--- src/rtl/ram_fifo_ctrl.sv ---
// ram_fifo_ctrl: pointer/flag controller that turns an external single-clock
// simple dual-port RAM (write on wr_req, 1-cycle registered read) into a
// first-word-fall-through FIFO with a valid/ready push side and a show-ahead
// pop side.
//
// Optional feature: define RAM_FIFO_CTRL_STATS_EN to add the hwm (high-water
// mark) and drop_cnt (saturating dropped-push counter) output ports.
//
// Pointers are ADDR_LEN+1 bits wide. The extra MSB tells a full FIFO apart
// from an empty one. Only the low ADDR_LEN bits address the RAM.
//
// NOTE: the RAM array lives outside this block and is never reset. Stale
// words cannot leak out, because o_en stays low until a freshly written word
// has had a full cycle to commit.
module ram_fifo_ctrl #(
  parameter int ADDR_LEN = 12,
  parameter int DATA_LEN = 8,
  parameter int AFULL_TH = (1 << ADDR_LEN) - 16
) (
  input  logic                clk,
  input  logic                rstn,
  input  logic                clear,
  // push side
  input  logic                i_en,
  input  logic [DATA_LEN-1:0] i_data,
  output logic                i_rdy,
  // pop side (show-ahead)
  output logic                o_en,
  input  logic                o_rdy,
  output logic [DATA_LEN-1:0] o_data,
  // status
  output logic [ADDR_LEN:0]   count,
  output logic                almost_full,
  output logic                overflow,
`ifdef RAM_FIFO_CTRL_STATS_EN
  output logic [ADDR_LEN:0]   hwm,
  output logic [15:0]         drop_cnt,
`endif
  // RAM interface
  output logic                ram_wr_req,
  output logic [ADDR_LEN-1:0] ram_wr_addr,
  output logic [DATA_LEN-1:0] ram_wr_data,
  output logic [ADDR_LEN-1:0] ram_rd_addr,
  input  logic [DATA_LEN-1:0] ram_rd_data
);

  localparam logic [ADDR_LEN:0] DEPTH     = {1'b1, {ADDR_LEN{1'b0}}};
  localparam logic [ADDR_LEN:0] PTR_ONE   = {{ADDR_LEN{1'b0}}, 1'b1};
  localparam logic [ADDR_LEN:0] AFULL_LVL = (ADDR_LEN+1)'(AFULL_TH);

  // Registered state
  logic [ADDR_LEN:0] wr_ptr_q, wr_ptr_d;
  logic [ADDR_LEN:0] rd_ptr_q, rd_ptr_d;
  logic [ADDR_LEN:0] wr_vis_q, wr_vis_d;   // wr_ptr delayed one cycle
  logic [ADDR_LEN:0] count_q,  count_d;
  logic              overflow_q, overflow_d;

  // Combinational helpers
  logic [ADDR_LEN:0] fill;
  logic [ADDR_LEN:0] rd_ptr_la;            // look-ahead read pointer
  logic              full;
  logic              push;
  logic              pop;

  // full comes from the live write pointer, so i_rdy drops the cycle after
  // the last slot is taken. o_en compares against the delayed write pointer,
  // so a word becomes visible only once the RAM read has seen the committed
  // write.
  assign fill      = wr_ptr_q - rd_ptr_q;
  assign full      = (fill == DEPTH);
  assign push      = i_en && !full;
  assign o_en      = (rd_ptr_q != wr_vis_q);
  assign pop       = o_en && o_rdy;
  assign rd_ptr_la = pop ? (rd_ptr_q + PTR_ONE) : rd_ptr_q;

  assign i_rdy       = !full;
  assign ram_wr_req  = push;
  assign ram_wr_addr = wr_ptr_q[ADDR_LEN-1:0];
  assign ram_wr_data = i_data;
  // Reading ahead of a pop keeps ram_rd_data equal to the new head one edge
  // later, so back-to-back pops need no bubble.
  assign ram_rd_addr = rd_ptr_la[ADDR_LEN-1:0];
  assign o_data      = ram_rd_data;

  assign count       = count_q;
  assign almost_full = (count_q >= AFULL_LVL);
  assign overflow    = overflow_q;

  // Next-state logic for the pointers, occupancy and the sticky overflow flag.
  always_comb begin
    // NOTE: every _d gets a default hold value first, so no path can leave one
    // unassigned and infer a latch.
    wr_ptr_d   = wr_ptr_q;
    rd_ptr_d   = rd_ptr_q;
    wr_vis_d   = wr_ptr_q;
    overflow_d = overflow_q;

    if (push) begin
      wr_ptr_d = wr_ptr_q + PTR_ONE;
    end
    if (pop) begin
      rd_ptr_d = rd_ptr_la;
    end
    if (i_en && full) begin
      overflow_d = 1'b1;
    end

    // A flush overrides any push or pop issued in the same cycle.
    if (clear) begin
      wr_ptr_d   = '0;
      rd_ptr_d   = '0;
      wr_vis_d   = '0;
      overflow_d = 1'b0;
    end

    count_d = wr_ptr_d - rd_ptr_d;
  end

  // State registers with asynchronous flush to an empty FIFO.
  always_ff @(posedge clk or negedge rstn) begin
    if (!rstn) begin
      wr_ptr_q   <= '0;
      rd_ptr_q   <= '0;
      wr_vis_q   <= '0;
      count_q    <= '0;
      overflow_q <= 1'b0;
    end else begin
      // NOTE: non-blocking assignments keep every flop sampling its pre-edge
      // inputs, independent of statement order.
      wr_ptr_q   <= wr_ptr_d;
      rd_ptr_q   <= rd_ptr_d;
      wr_vis_q   <= wr_vis_d;
      count_q    <= count_d;
      overflow_q <= overflow_d;
    end
  end

`ifdef RAM_FIFO_CTRL_STATS_EN
  logic [ADDR_LEN:0] hwm_q, hwm_d;
  logic [15:0]       drop_cnt_q, drop_cnt_d;

  // High-water mark tracks the post-edge occupancy. The drop counter
  // saturates at all-ones.
  always_comb begin
    hwm_d      = hwm_q;
    drop_cnt_d = drop_cnt_q;

    if (count_d > hwm_q) begin
      hwm_d = count_d;
    end
    if (i_en && full && (drop_cnt_q != 16'hFFFF)) begin
      drop_cnt_d = drop_cnt_q + 16'd1;
    end

    if (clear) begin
      hwm_d      = '0;
      drop_cnt_d = '0;
    end
  end

  // Statistics registers.
  always_ff @(posedge clk or negedge rstn) begin
    if (!rstn) begin
      hwm_q      <= '0;
      drop_cnt_q <= '0;
    end else begin
      hwm_q      <= hwm_d;
      drop_cnt_q <= drop_cnt_d;
    end
  end

  assign hwm      = hwm_q;
  assign drop_cnt = drop_cnt_q;
`endif

endmodule
--- config.mk ---
export PLATFORM = sky130hd
export DESIGN_NAME = ram_fifo_ctrl
export DESIGN_NICKNAME = d
export VERILOG_FILES = /design/src/rtl/ram_fifo_ctrl.sv
export SDC_FILE = /design/constraint.sdc
export NUM_CORES = 1
export LEC_CHECK = 0
export ABC_AREA = 0
export CORE_MARGIN = 8
export CORE_UTILIZATION = 45
export CTS_CLUSTER_DIAMETER = 30
export DETAILED_ROUTE_END_ITERATION = 8
export PLACE_DENSITY = 0.81
export SYNTH_ARGS = -nofsm -noshare
export SYNTH_HDL_FRONTEND = slang
export SYNTH_SLANG_ARGS = --single-unit
--- constraint.sdc ---
create_clock -name clk -period 6.6 [get_ports clk]
set_input_delay 1.32 -clock clk [delete_from_list [all_inputs] [get_ports clk]]
set_output_delay 1.32 -clock clk [all_outputs]
set_load 0.05 [all_outputs]
==> run_results.csv <==
group,metric,value,unit
setup_path,slowest_stage,"o41ai_1",
cells_and_area,fin_nets,486,
pwr,clkPwrFrac,20.5,%
pwr,internal-power,0.562,mW
yosys,ys_types,63,
pwr,power_switching,0.352,mW
pwr,p_comb_share,39.4,%
setup_path,cp.required,6.81,ns
timing,slew_headroom,45.6,%
drt,top_layer,"met4",
timing,period_needed,5.77,ns
yosys,synth-edff-count,0,
floorplanning,ios,79,
clock_network,cts.clk_slew.worst_paths,0.11,ns
floorplanning,coreArea,8180,um^2
yosys,synth_area,3780,um^2
drt,via_per_inst,5.42,
cells_and_area,final_cell_mix,"53 x dfrtp_1, 46 x nor2_1, 45 x clkdlybuf4s50_1, 38 x inv_1, 27 x xnor2_1",
floorplanning,die_area,11600,um^2
timing,tightestPinTransition,0.813,ns
grt,grt_pass1_vias,2981,
grt,grtUsageTotal,15.7,%
cells_and_area,fillers,741,
setup_path,cp-startpoint,"wr_ptr_q[1]$_DFF_PN0_",
timing,rsz0062_at_grt,"no",
placement,port_buffers,46,
drt,drt_wl_total,8.92,mm
status,status,"finished clean",
timing,timing.final.crit_share,87.4,%
clock_network,clock_latency,0.31,ns
pwr,vdd_drop_max,0.000184,V
yosys,ys_top_cells_by_area,"dfrtp_1 35%, ha_1 8.6%, xnor2_1 6.3%",
floorplanning,die_h,108,um
drt,wl_met1,3.89,mm
floorplanning,start_util,46.3,%
placement,hpwl,6.99,mm
setup_path,arrival,5.98,ns
pwr,seq_power_share,40.2,%
drt,first_pass_iters,4,
clock_network,cts_tree,"yes",
drt,antenna_left,0,
clock_network,clock_sinks,53,
drt,wl_met3,672,um
cells_and_area,final_area,4220,um^2
setup_path,cp-start-kind,"flop",
timing,skew,0.0137,ns
floorplanning,num_rows,33,
cells_and_area,drive_gt1_share,8.20,%
timing,setup_viol,0,
cells_and_area,antennaDiodeCount,0,
setup_path,worst-path-max-fanout,12,
cells_and_area,mostFrequentLayoutCell,"dfrtp_1",
pwr,swShare,38.5,%
yosys,netlist_instances,420,
floorplanning,fp.dieW,108,um
pwr,leakagePower,2.01,nW
setup_path,slowest_delay,0.63,ns
drt,drc,0,
yosys,yosys_warnings,0,
yosys,async_reset_ff_share,100,%
drt,met2WireLength,4.14,mm
yosys,syn_nets,468,
clock_network,htree_levels,2,
hold_path,hold_start,"overflow$_DFFE_PN0P_",
drt,wl_per_cell,16.4,um
grt,antenna_found_initial,0,
setup_path,worstSetupPathType,"reg -> reg",
clock_network,cts_root_buf,"clkbuf_8",
grt,grt_pass1_wl,14.7,mm
grt,overflow,0,
setup_path,r2r-start,"wr_ptr_q[1]$_DFF_PN0_",
yosys,ys_seq_area_share,35.1,%
timing,drv_slew,0,
timing,setup_tns,0,ns
clock_network,cts_buffer_depth,2,
clock_network,cts_setup_buffers,0,
clock_network,cts_resized,0,
drt,vias,2946,
grt,grt_max_degree,54,
yosys,syn_avg_cell_area,9.01,um^2
timing,whs,0.552,ns
yosys,synthFlopType,"dfrtp_1",
clock_network,cts_buffers,5,
flow_run,max-cap-violations,0,
placement,gp_congestion,0.949,
yosys,synth_top_area_share,35.1,%
setup_path,cp_cell_sequence,"ha_1 -> nor2b_4 -> o31a_4 -> o31ai_2 -> o311ai_1 -> a32o_1 -> a31oi_2 -> nand2_2 -> nor2_1 -> mux2_2 -> ha_1 -> o21ai_0 -> a21oi_1 -> o41ai_1 -> o21ai_0 -> o41ai_1 -> xor2_1 -> or3_1 -> and3_1",
timing,fmax,173,MHz
drt,drtIter0Drc,202,
clock_network,cts_hold_buf,0,
timing,finalHoldViolations,0,
yosys,yosysTopAreaCell,"dfrtp_1",
yosys,ys_ff_latch,53,
pwr,powerDensity,216,nW/um^2
placement,place_area,4130,um^2
setup_path,end_kind,"flop",
cells_and_area,syn2layout_area_growth,11.5,%
hold_path,worstHoldPathType,"reg -> reg",
==> power by group through the flow <==
stage | logic (mW) | registers (mW) | clock network, mW
after CTS | 0.361 | 0.367 | 0.190
after global routing | 0.382 | 0.371 | 0.201
after global placement | 0.355 | 0.372 | 0
after detailed placement | 0.357 | 0.373 | 0
final | 0.359 | 0.367 | 0.187
after floorplan | 0.208 | 0.446 | 0
==> sequential cells by signal (all words and copies together), names as in the netlist <==
name and cells:
overflow 1, rd_ptr_q 13, count 13, wr_vis_q 13
wr_ptr_q 13
==> kinds of logic after synthesis <==
group	after synthesis	synth area share, %
xor+xnor	49	11.3
mux	3	0.827
flops	53	35.1
simple gates	153	21.2
compound gates	60	11.8
fa+ha+maj	27	9.13
buf+inv	75	10.6
==> stage by stage <==
stage / worst slack (ns) / instances / utilization [%] / total power [mW]
detailed placement: 1.06 / 536 / 50.5 / 0.730
finish: 0.833 / 544 / 51.6 / 0.913
floorplan: 1.67 / 420 / - / 0.654
global route: 0.463 / 544 / 51.6 / 0.954
global placement: 1.22 / 536 / 50.5 / 0.727
CTS: 0.933 / 544 / 51.6 / 0.918
==> layout make-up <==
cell class	count	area [um^2]	area share, %
clock buffer	5	68.8	1.63
clock inverter	3	25.0	0.593
inverter	38	143	3.38
multi-input combinational	292	2050	48.7
sequential	53	1330	31.4
tap	105	131	3.11
timing repair buffer	48	470	11.2
==> cell usage after synthesis (3+ instances only) <==
cell type  instances
nor2b_1           16
o21ai_0           13
ha_1              26
nor4_1             5
nand4_1           11
xor2_1            22
inv_1             38
nor2_1            46
a21oi_1           13
or2_2             13
nand3_1           11
buf_4             28
o41ai_1            3
nand2_1           17
xnor2_1           27
o21a_1             4
and3_1             6
dfrtp_1           53
clkbuf_1           5
nor3_1            10
==> worst max-delay path, delay by kind of cell, from the launching register on <==
family	cells	cell delay, ns
AOI/OAI and AO/OA	10	3.01
and+or+nand+nor	5	0.97
adders and majority gates	2	0.69
DFF	1	0.50
muxes	1	0.35
xor gates and xnor gates	1	0.14
==> routing by layer <==
layer  GRT usage [%]  vias to the layer above
met5               0                        -
met4            5.55                        0
met3            2.87                       23
met2            26.0                      105
met1            20.0                     1390
li1                -                     1428
==> final timing paths <==
check / end / slack (ns) / cells past startpoint
setup / recovery: count[12]$_DFF_PN0_ / 0.83 / 19
hold / removal: overflow$_DFFE_PN0P_ / 0.55 / 2
setup reg to reg: count[12]$_DFF_PN0_ / 0.83 / 19
hold reg to reg: overflow$_DFFE_PN0P_ / 0.55 / 2
max in group asynchronous: wr_vis_q[5]$_DFF_PN0_ / 5.04 / 2
min in group asynchronous: count[12]$_DFF_PN0_ / 1.12 / 2
Note: power is estimated with default switching activity, not from simulation.
